## src/rtl/bbox_detect_if.sv

```systemverilog
// rtl/bbox_detect_if.sv - control, frame-memory read and result bundle for bbox_detect
interface bbox_detect_if;
  logic        start;
  logic        done;
  logic        busy;
  logic [9:0]  threshold;
  logic [31:0] readAddr;
  logic [15:0] readdata;
  logic [10:0] xMin;
  logic [10:0] xMax;
  logic [10:0] yMin;
  logic [10:0] yMax;
  logic        found;

  modport master (
    output start, threshold, readdata,
    input  done, busy, readAddr, xMin, xMax, yMin, yMax, found
  );

  modport slave (
    input  start, threshold, readdata,
    output done, busy, readAddr, xMin, xMax, yMin, yMax, found
  );
endinterface

```

## src/rtl/bbox_detect.sv

```systemverilog
// rtl/bbox_detect.sv - foreground bounding-box scanner over a raw bottom-up BGR frame
// Seven cycles per pixel (REQ/CAP per channel, then EVAL); result committed on the last EVAL.
module bbox_detect #(
  parameter int WIDTH  = 100,
  parameter int HEIGHT = 100
) (
  input logic          clk,
  input logic          rst_n,
  bbox_detect_if.slave bus
);
  typedef enum logic [2:0] {IDLE, REQ, CAP, EVAL, FINISHED} state_t;

  localparam logic [10:0] X_LAST = 11'(WIDTH - 1);
  localparam logic [10:0] Y_LAST = 11'(HEIGHT - 1);

  state_t      state;
  state_t      stateNext;
  logic [10:0] x;
  logic [10:0] y;
  logic [1:0]  c;
  logic [9:0]  sum;
  logic [9:0]  thr;
  logic        runFound;
  logic [10:0] rxMin;
  logic [10:0] rxMax;
  logic [10:0] ryMin;
  logic [10:0] ryMax;
  logic [10:0] xMinQ;
  logic [10:0] xMaxQ;
  logic [10:0] yMinQ;
  logic [10:0] yMaxQ;
  logic        foundQ;
  logic        fg;
  logic        xLast;
  logic        yLast;
  logic        scanning;
  logic        nFound;
  logic [10:0] nxMin;
  logic [10:0] nxMax;
  logic [10:0] nyMin;
  logic [10:0] nyMax;
  logic [31:0] pixAddr;
  logic        unusedHi;

  assign unusedHi = ^bus.readdata[15:8];

  assign xLast    = (x == X_LAST);
  assign yLast    = (y == Y_LAST);
  assign fg       = (sum < thr);
  assign scanning = (state == REQ) || (state == CAP) || (state == EVAL);

  // Frame is stored bottom-up, so top-down row y lives at stored row HEIGHT-1-y.
  assign pixAddr = ((32'(HEIGHT - 1) - 32'(y)) * 32'(WIDTH) + 32'(x)) * 32'd3 + 32'(c);

  assign bus.readAddr = scanning ? pixAddr : 32'd0;
  assign bus.busy     = scanning;
  assign bus.done     = (state == FINISHED);
  assign bus.xMin     = xMinQ;
  assign bus.xMax     = xMaxQ;
  assign bus.yMin     = yMinQ;
  assign bus.yMax     = yMaxQ;
  assign bus.found    = foundQ;

  // Running box including the pixel under evaluation; ryMin never moves once set.
  always_comb begin
    nFound = runFound;
    nxMin  = rxMin;
    nxMax  = rxMax;
    nyMin  = ryMin;
    nyMax  = ryMax;
    if (fg) begin
      nFound = 1'b1;
      if (!runFound) begin
        nxMin = x;
        nxMax = x;
        nyMin = y;
        nyMax = y;
      end else begin
        if (x < rxMin) nxMin = x;
        if (x > rxMax) nxMax = x;
        nyMax = y;
      end
    end
  end

  always_comb begin
    stateNext = state;
    case (state)
      IDLE, FINISHED: if (bus.start) stateNext = REQ;
      REQ:            stateNext = CAP;
      CAP:            stateNext = (c == 2'd2) ? EVAL : REQ;
      EVAL:           stateNext = (xLast && yLast) ? FINISHED : REQ;
      default:        stateNext = IDLE;
    endcase
  end

  always_ff @(posedge clk or negedge rst_n) begin
    if (!rst_n) state <= IDLE;
    else        state <= stateNext;
  end

  always_ff @(posedge clk or negedge rst_n) begin
    if (!rst_n) begin
      x        <= '0;
      y        <= '0;
      c        <= '0;
      sum      <= '0;
      thr      <= '0;
      runFound <= 1'b0;
      rxMin    <= '0;
      rxMax    <= '0;
      ryMin    <= '0;
      ryMax    <= '0;
      xMinQ    <= '0;
      xMaxQ    <= X_LAST;
      yMinQ    <= '0;
      yMaxQ    <= Y_LAST;
      foundQ   <= 1'b0;
    end else begin
      case (state)
        IDLE, FINISHED: begin
          if (bus.start) begin
            x        <= '0;
            y        <= '0;
            c        <= '0;
            sum      <= '0;
            thr      <= bus.threshold;
            runFound <= 1'b0;
            rxMin    <= '0;
            rxMax    <= '0;
            ryMin    <= '0;
            ryMax    <= '0;
          end
        end
        CAP: begin
          sum <= sum + {2'b00, bus.readdata[7:0]};
          c   <= (c == 2'd2) ? 2'd0 : c + 2'd1;
        end
        EVAL: begin
          runFound <= nFound;
          rxMin    <= nxMin;
          rxMax    <= nxMax;
          ryMin    <= nyMin;
          ryMax    <= nyMax;
          sum      <= '0;
          if (!xLast) begin
            x <= x + 11'd1;
          end else begin
            x <= '0;
            if (!yLast) begin
              y <= y + 11'd1;
            end else begin
              foundQ <= nFound;
              xMinQ  <= nFound ? nxMin : 11'd0;
              xMaxQ  <= nFound ? nxMax : X_LAST;
              yMinQ  <= nFound ? nyMin : 11'd0;
              yMaxQ  <= nFound ? nyMax : Y_LAST;
            end
          end
        end
        default: ;
      endcase
    end
  end
endmodule

```

## src/flat_wrapper.sv

```systemverilog
// flat-port wrapper written by rule: the top's interface ports become plain ports
module bbox_detect_flat 
#(
  parameter int WIDTH  = 100,
  parameter int HEIGHT = 100
)
  (clk, rst_n, bus_start, bus_threshold, bus_readdata, bus_done, bus_busy, bus_readAddr, bus_xMin, bus_xMax, bus_yMin, bus_yMax, bus_found);
  bbox_detect_if bus_i ();
  input logic clk;
  input logic rst_n;
  input wire logic [$bits(bus_i.start)-1:0] bus_start;
  input wire logic [$bits(bus_i.threshold)-1:0] bus_threshold;
  input wire logic [$bits(bus_i.readdata)-1:0] bus_readdata;
  output wire logic [$bits(bus_i.done)-1:0] bus_done;
  output wire logic [$bits(bus_i.busy)-1:0] bus_busy;
  output wire logic [$bits(bus_i.readAddr)-1:0] bus_readAddr;
  output wire logic [$bits(bus_i.xMin)-1:0] bus_xMin;
  output wire logic [$bits(bus_i.xMax)-1:0] bus_xMax;
  output wire logic [$bits(bus_i.yMin)-1:0] bus_yMin;
  output wire logic [$bits(bus_i.yMax)-1:0] bus_yMax;
  output wire logic [$bits(bus_i.found)-1:0] bus_found;
  assign bus_i.start = bus_start;
  assign bus_i.threshold = bus_threshold;
  assign bus_i.readdata = bus_readdata;
  assign bus_done = bus_i.done;
  assign bus_busy = bus_i.busy;
  assign bus_readAddr = bus_i.readAddr;
  assign bus_xMin = bus_i.xMin;
  assign bus_xMax = bus_i.xMax;
  assign bus_yMin = bus_i.yMin;
  assign bus_yMax = bus_i.yMax;
  assign bus_found = bus_i.found;
  bbox_detect #(.WIDTH(WIDTH), .HEIGHT(HEIGHT)) u_core (.clk(clk), .rst_n(rst_n), .bus(bus_i));
endmodule
```

## config.mk

```make
export PLATFORM = sky130hd
export DESIGN_NAME = bbox_detect_flat
export DESIGN_NICKNAME = d
export VERILOG_FILES = /design/src/rtl/bbox_detect_if.sv /design/src/rtl/bbox_detect.sv /design/src/flat_wrapper.sv
export SDC_FILE = /design/constraint.sdc
export NUM_CORES = 1
export LEC_CHECK = 0
export ABC_AREA = 1
export BUFFER_PORTS_ARGS = -buffer_cell sky130_fd_sc_hd__buf_2
export CORE_MARGIN = 3
export CORE_UTILIZATION = 43
export CTS_CLUSTER_DIAMETER = 100
export CTS_CLUSTER_SIZE = 20
export DETAILED_ROUTE_END_ITERATION = 10
export GPL_ROUTABILITY_DRIVEN = 0
export PLACE_DENSITY = 0.68
export RECOVER_POWER = 100
export SYNTH_ARGS = -nofsm -noshare
export SYNTH_HDL_FRONTEND = slang
export SYNTH_SLANG_ARGS = --single-unit
```

## constraint.sdc

```tcl
create_clock -name clk -period 8 [get_ports clk]
set_clock_uncertainty 0.05 [all_clocks]
set_input_delay 1.2 -clock clk [delete_from_list [all_inputs] [get_ports clk]]
set_output_delay 1.2 -clock clk [all_outputs]
set_load 0.1 [all_outputs]
```

=== Word level (Yosys, flattened, before mapping) ===
Index checks and enable logic that the tools add are counted.

* Output and inout port bits: 79
* Bits in registers: 137
* Bits of input ports: 29
* Word-level logic and storage cells: 88

* Eq/ne operators: 10
* Magnitude comparators: 3
* $add $sub $neg: 7
* Multipliers: 2
* Muxes and demuxes: 36
* Reduce and logical (&&, ||, !) cells: 14

{| class="wikitable"
|+ Operators by type and width
! kind !! number
|-
| $mux W11 || 17
|-
| $pmux W11 S2 || 6
|-
| $add A32 B11 Y32 || 1
|-
| $add A32 B2 Y32 || 1
|-
| $mul A32 B2 Y32 const B || 1
|-
| $mul A32 B5 Y30 const B || 1
|-
| $mux W32 || 1
|-
| $pmux W10 S3 || 1
|-
| $add A11 B1 Y11 const B || 2
|-
| $eq A11 B7 Y1 const B || 2
|-
| $pmux W3 S4 || 1
|-
| $sub A7 B11 Y12 const A || 1
|-
| $gt A11 B11 Y1 || 1
|-
| $lt A11 B11 Y1 || 1
|-
| $add A10 B8 Y10 || 1
|-
| $lt A10 B10 Y1 || 1
|-
| $mux W10 || 1
|-
| $reduce_and A2 Y1 || 4
|-
| $eq A3 B2 Y1 const B || 2
|-
| $mux W2 || 3
|-
| $mux W3 || 2
|-
| $ne A2 B2 Y1 const B || 2
|-
| $pmux W2 S2 || 1
|-
| $reduce_and A4 Y1 || 1
|-
| other kinds (14) || 17
|}

=== Depth between registers and ports, before layout ===
* Word-level depth: 6
* Gate-level depth with buffers: 38
* Mapped depth without buffers: 37

=== Worst setup path before layout ===
OpenSTA, ideal clock, no wires.

* Path type: register -> output
* Start: reg u_core.y[2]
* End: out bus_readAddr[28]
* Stages on the path, launching flop included: 36
* Setup slack: -390 ps
* Arrival: 7140 ps
* Cell sequence: dfrtp_1 -> buf_6 -> inv_1 -> ha_1 -> inv_1 -> nor2_1 -> inv_1 -> nand2_1 -> nand2_1 -> xor2_1 -> ha_1 -> ha_1 -> fa_1 -> ha_1 -> nand2_1 -> inv_1 -> a21oi_2 -> nand3_2 -> nand2_1 -> nand2_2 -> nor2_1 -> nand3_4 -> nor2_8 -> xor2_1 -> inv_1 -> ha_1 -> ha_1 -> a21oi_1 -> inv_1 -> a21oi_1 -> inv_1 -> a21oi_1 -> inv_1 -> a221oi_1 -> a21oi_1 -> nor2_1

* Longest elaborated chain between the ends: 6

{| class="wikitable"
|+ Ends and longest elaborated chain
! what !! line !! text
|-
| from (decl) || bbox_detect.sv:19 || <nowiki>logic [10:0] y;</nowiki>
|-
| from (signal assigned) || bbox_detect.sv:151 || <nowiki>y <= y + 11'd1;</nowiki>
|-
| $sub A7 B11 Y12 || bbox_detect.sv:53 || <nowiki>assign pixAddr = ((32'(HEIGHT - 1) - 32'(y)) * 32'(WIDTH) + 32'(x)) * 32'd3 + 32'(c);</nowiki>
|-
| $mul A32 B5 Y30 || bbox_detect.sv:53 ||
|-
| $add A32 B11 Y32 || bbox_detect.sv:53 ||
|-
| $mul A32 B2 Y32 || bbox_detect.sv:53 ||
|-
| $add A32 B2 Y32 || bbox_detect.sv:53 ||
|-
| $mux W32 || bbox_detect.sv:55 || <nowiki>assign bus.readAddr = scanning ? pixAddr : 32'd0;</nowiki>
|-
| to (decl) || flat_wrapper.sv:16 || <nowiki>output wire logic [$bits(bus_i.readAddr)-1:0] bus_readAddr;</nowiki>
|}

Every way passes these cells.

=== Worst setup path after layout ===
* Start: reg u_core.y[2]
* End: out bus_readAddr[25]

The elaborated chain is that of the path after synthesis.

==> run metrics <==
HPWL after detailed placement=21.41 mm; worst-margin pin slew=3.648 ns; yosys synthesis warning count=0; CP required=6.75 ns; sequential-to-total area share from yosys stat=30.36%; vias in the first global route=10,180; final period utilization=96.05%; Final Instance Area=13,250 µm²; most common cell after layout, fill and taps aside=nand2_1; Synth cell types=54; antenna cell count=0; count of final max-slew check failures=256; # hold bufs at CTS=0; DRT iter0 DRCs=662; max frequency=130.1 MHz; total wire length=28.35 mm; worst endpoint data arrival time=6.43 ns; DR pass1 iterations=8; slowest cell delay on critical path=0.56 ns; CTS H-tree lvls=4; max_cap viols=5; Detail Route Antenna Nets=0; mux contribution to synthesized area=0%; P per Cell Area=390.0 nW/µm²; Synth Instances=1,479; FF+latch count, synth=137; Hold Path Class=flip-flop to flip-flop; area growth from synthesis to layout=17.03%; Post-synth ARST share=100.0%; Sequential Power Share=17.7%; Total GRT Usage=20.25%; Avg Cell Area, Syn=7.656 µm²; Logic pwr share=65.3%; first-pass GRT wire length=48.43 mm; Vias/cell=5.348; standard-cell rows=58; mean routed wirelength per cell=14.75 µm; Clock Power Share=16.9%; placed cells=1,882; share of layout cells above drive strength 1=14.32%; Leak=6.756 nW; CTS tree=yes; sw power=0.003026 W; EDFF count, synth=0; xor/xnor share of the synthesized area=2.785%; critical path type=flip-flop to primary output; Hold WS=0.4301 ns; outcome=complete, but fails checks; utilization after layout=51.88%; max_slew headroom=-143.2%; failing checks=capacitance limit, slew limit; largest family of logic cells by synthesized area=simple AND/OR/NAND/NOR gates; DRC=0; # setup viols final=0; Synth Cell Area=11,320 µm²; CP most frequent cell=ha_1; Internal Power=0.002143 W; Post-synth top flop=dfrtp_1; # IOs=108; CP max stage cell=fa_1; Cell Area, Placed=12,350 µm²; final hold vios=0; post-layout net count=1,770; compound-gate portion of the synthesized area=17.07%; die area=28,320 µm²; post-synthesis net count=1,670; adder-cell share of the synthesized area=18.90%; initial antenna violation count=1; minimum clock period=7.684 ns; core box area=25,540 µm²; Root Buffer=clkbuf_16; Die Height=168.3 µm; Critical Path Sink Type=primary output; number of buffers created by CTS=17; die width=168.3 µm; startpoint types=flip-flop; CTS Buffer Depth=2; Peak VDD IR=0.9666 mV; most frequent cells in the layout=nand2_1 (310), inv_1 (189), o21ai_0 (158); total gr overflow=0; Clock Sinks=137; Clock Latency Late Sink=0.43 ns; sw frac=58.54%; crit-path max FO=5; Via Count=10,280; clock slew at reported path FFs=0.06 ns; Starting Density=44.33%; largest net degree at the start of global routing=71; PortBufs=99; simple-gate portion of the synthesized area=22.57%; Non-Filler Instances=1,922; Pwr Total=0.005169 W
-- metal layers --
| metal | track usage (%) | part of all wire, % |
|---|---|---|
| met5 | 0 | 0.046 |
| met4 | 5.194 | 1.9 |
| met3 | 2.865 | 5.2 |
| met2 | 34.24 | 48 |
| met1 | 27.41 | 45 |
-- power groups by stage --
stage	Clock (W)	Sequential, W	Combinational [W]
2_1_floorplan	0	0.000900	0.00277
6_report	0.000876	0.000917	0.00338
5_1_grt	0.000916	0.000933	0.00376
3_5_place_dp	0	0.000926	0.00340
3_3_place_gp	0	0.000922	0.00336
4_1_cts	0.000883	0.000916	0.00343
-- logic make-up (layout without fill, tap and decap cells) --
logic type / count (synthesis) / in the layout
compound gates: 351 / 351
buf+inv: 241 / 354
fa+ha+maj: 162 / 162
xor+xnor: 36 / 36
simple gates: 552 / 552
flops: 137 / 137
-- timing repair --
item,in CTS,in global routing
buffers inserted,0,8
pin swaps,1,17
gates cloned,0,0
gates resized for setup,13,65
setup endpoints to repair,7,17
-- stage by stage --
step / TNS (ns) / worst slack (ns)
after floorplan: -0.3335 / -0.3335
after global placement: 0 / 0.3246
after detailed placement: 0 / 0.2197
after CTS: 0 / 0.04614
after global routing: -0.1184 / -0.04963
final: 0 / 0.3162
-- cell usage after synthesis, drive strengths merged (15+ instances only) --
| cell type | count | area (µm²) |
|---|---|---|
| nand2 | 342 | 1410 |
| inv | 204 | 768.2 |
| o21ai | 165 | 825.8 |
| ha | 147 | 1839 |
| dfrtp | 129 | 3228 |
| nor2 | 109 | 535.5 |
| a21oi | 105 | 529.3 |
| nand3 | 60 | 365.4 |
| o22ai | 37 | 231.5 |
| xor2 | 27 | 236.5 |
| clkbuf | 24 | 90.09 |
| nand4 | 16 | 106.4 |
| fa | 15 | 300.3 |
| nor3 | 15 | 75.07 |
-- sequential cells by signal, indices dropped and copies added (netlist names) --
register	cells
u_core.bus.found	1
u_core.bus.xMax	11
u_core.bus.xMin	11
u_core.bus.yMax	11
u_core.bus.yMin	11
u_core.c	2
u_core.runFound	1
u_core.rxMax	11
u_core.rxMin	11
u_core.ryMax	11
u_core.ryMin	11
u_core.state	3
u_core.sum	10
u_core.thr	10
u_core.x	11
u_core.y	11
-- worst max-delay path, delay by kind of cell, from the launching register on --
kind,cells,cell delay (ns)
buffers and inverters,5,0.66
xor gates and xnor gates,3,0.51
and+or+nand+nor,13,1.63
AOI/OAI and AO/OA,2,0.33
DFF,1,0.43
adders and majority gates,7,2.42
-- cell type report --
type	count	area, µm²
Fill cell	2495	12290
Multi-Input combinational cell	1101	7287
Sequential cell	137	3443
Inverter	207	782.0
Timing Repair Buffer	115	676.9
Clock buffer	19	442.9
Tap cell	330	412.9
Clock inverter	13	206.4
-- path summary, 6_finish.rpt --
| kind | end | slack, ns | depth (start not counted) | start |
|---|---|---|---|---|
| worst max-delay path | bus_readAddr[25] | 0.32 | 30 | u_core.y[2] |
| max in group asynchronous | u_core.y[3] | 2.73 | 2 | rst_n |
| worst min-delay path | u_core.ryMax[7] | 0.43 | 2 | u_core.ryMax[7] |
| worst max register to register | u_core.y[10] | 1.54 | 16 | u_core.state[0] |
| min in group asynchronous | u_core.bus.xMin[1] | 1.95 | 1 | rst_n |
| worst min register to register | u_core.ryMax[7] | 0.43 | 2 | u_core.ryMax[7] |
No activity file was read; power rests on OpenSTA's default activity.
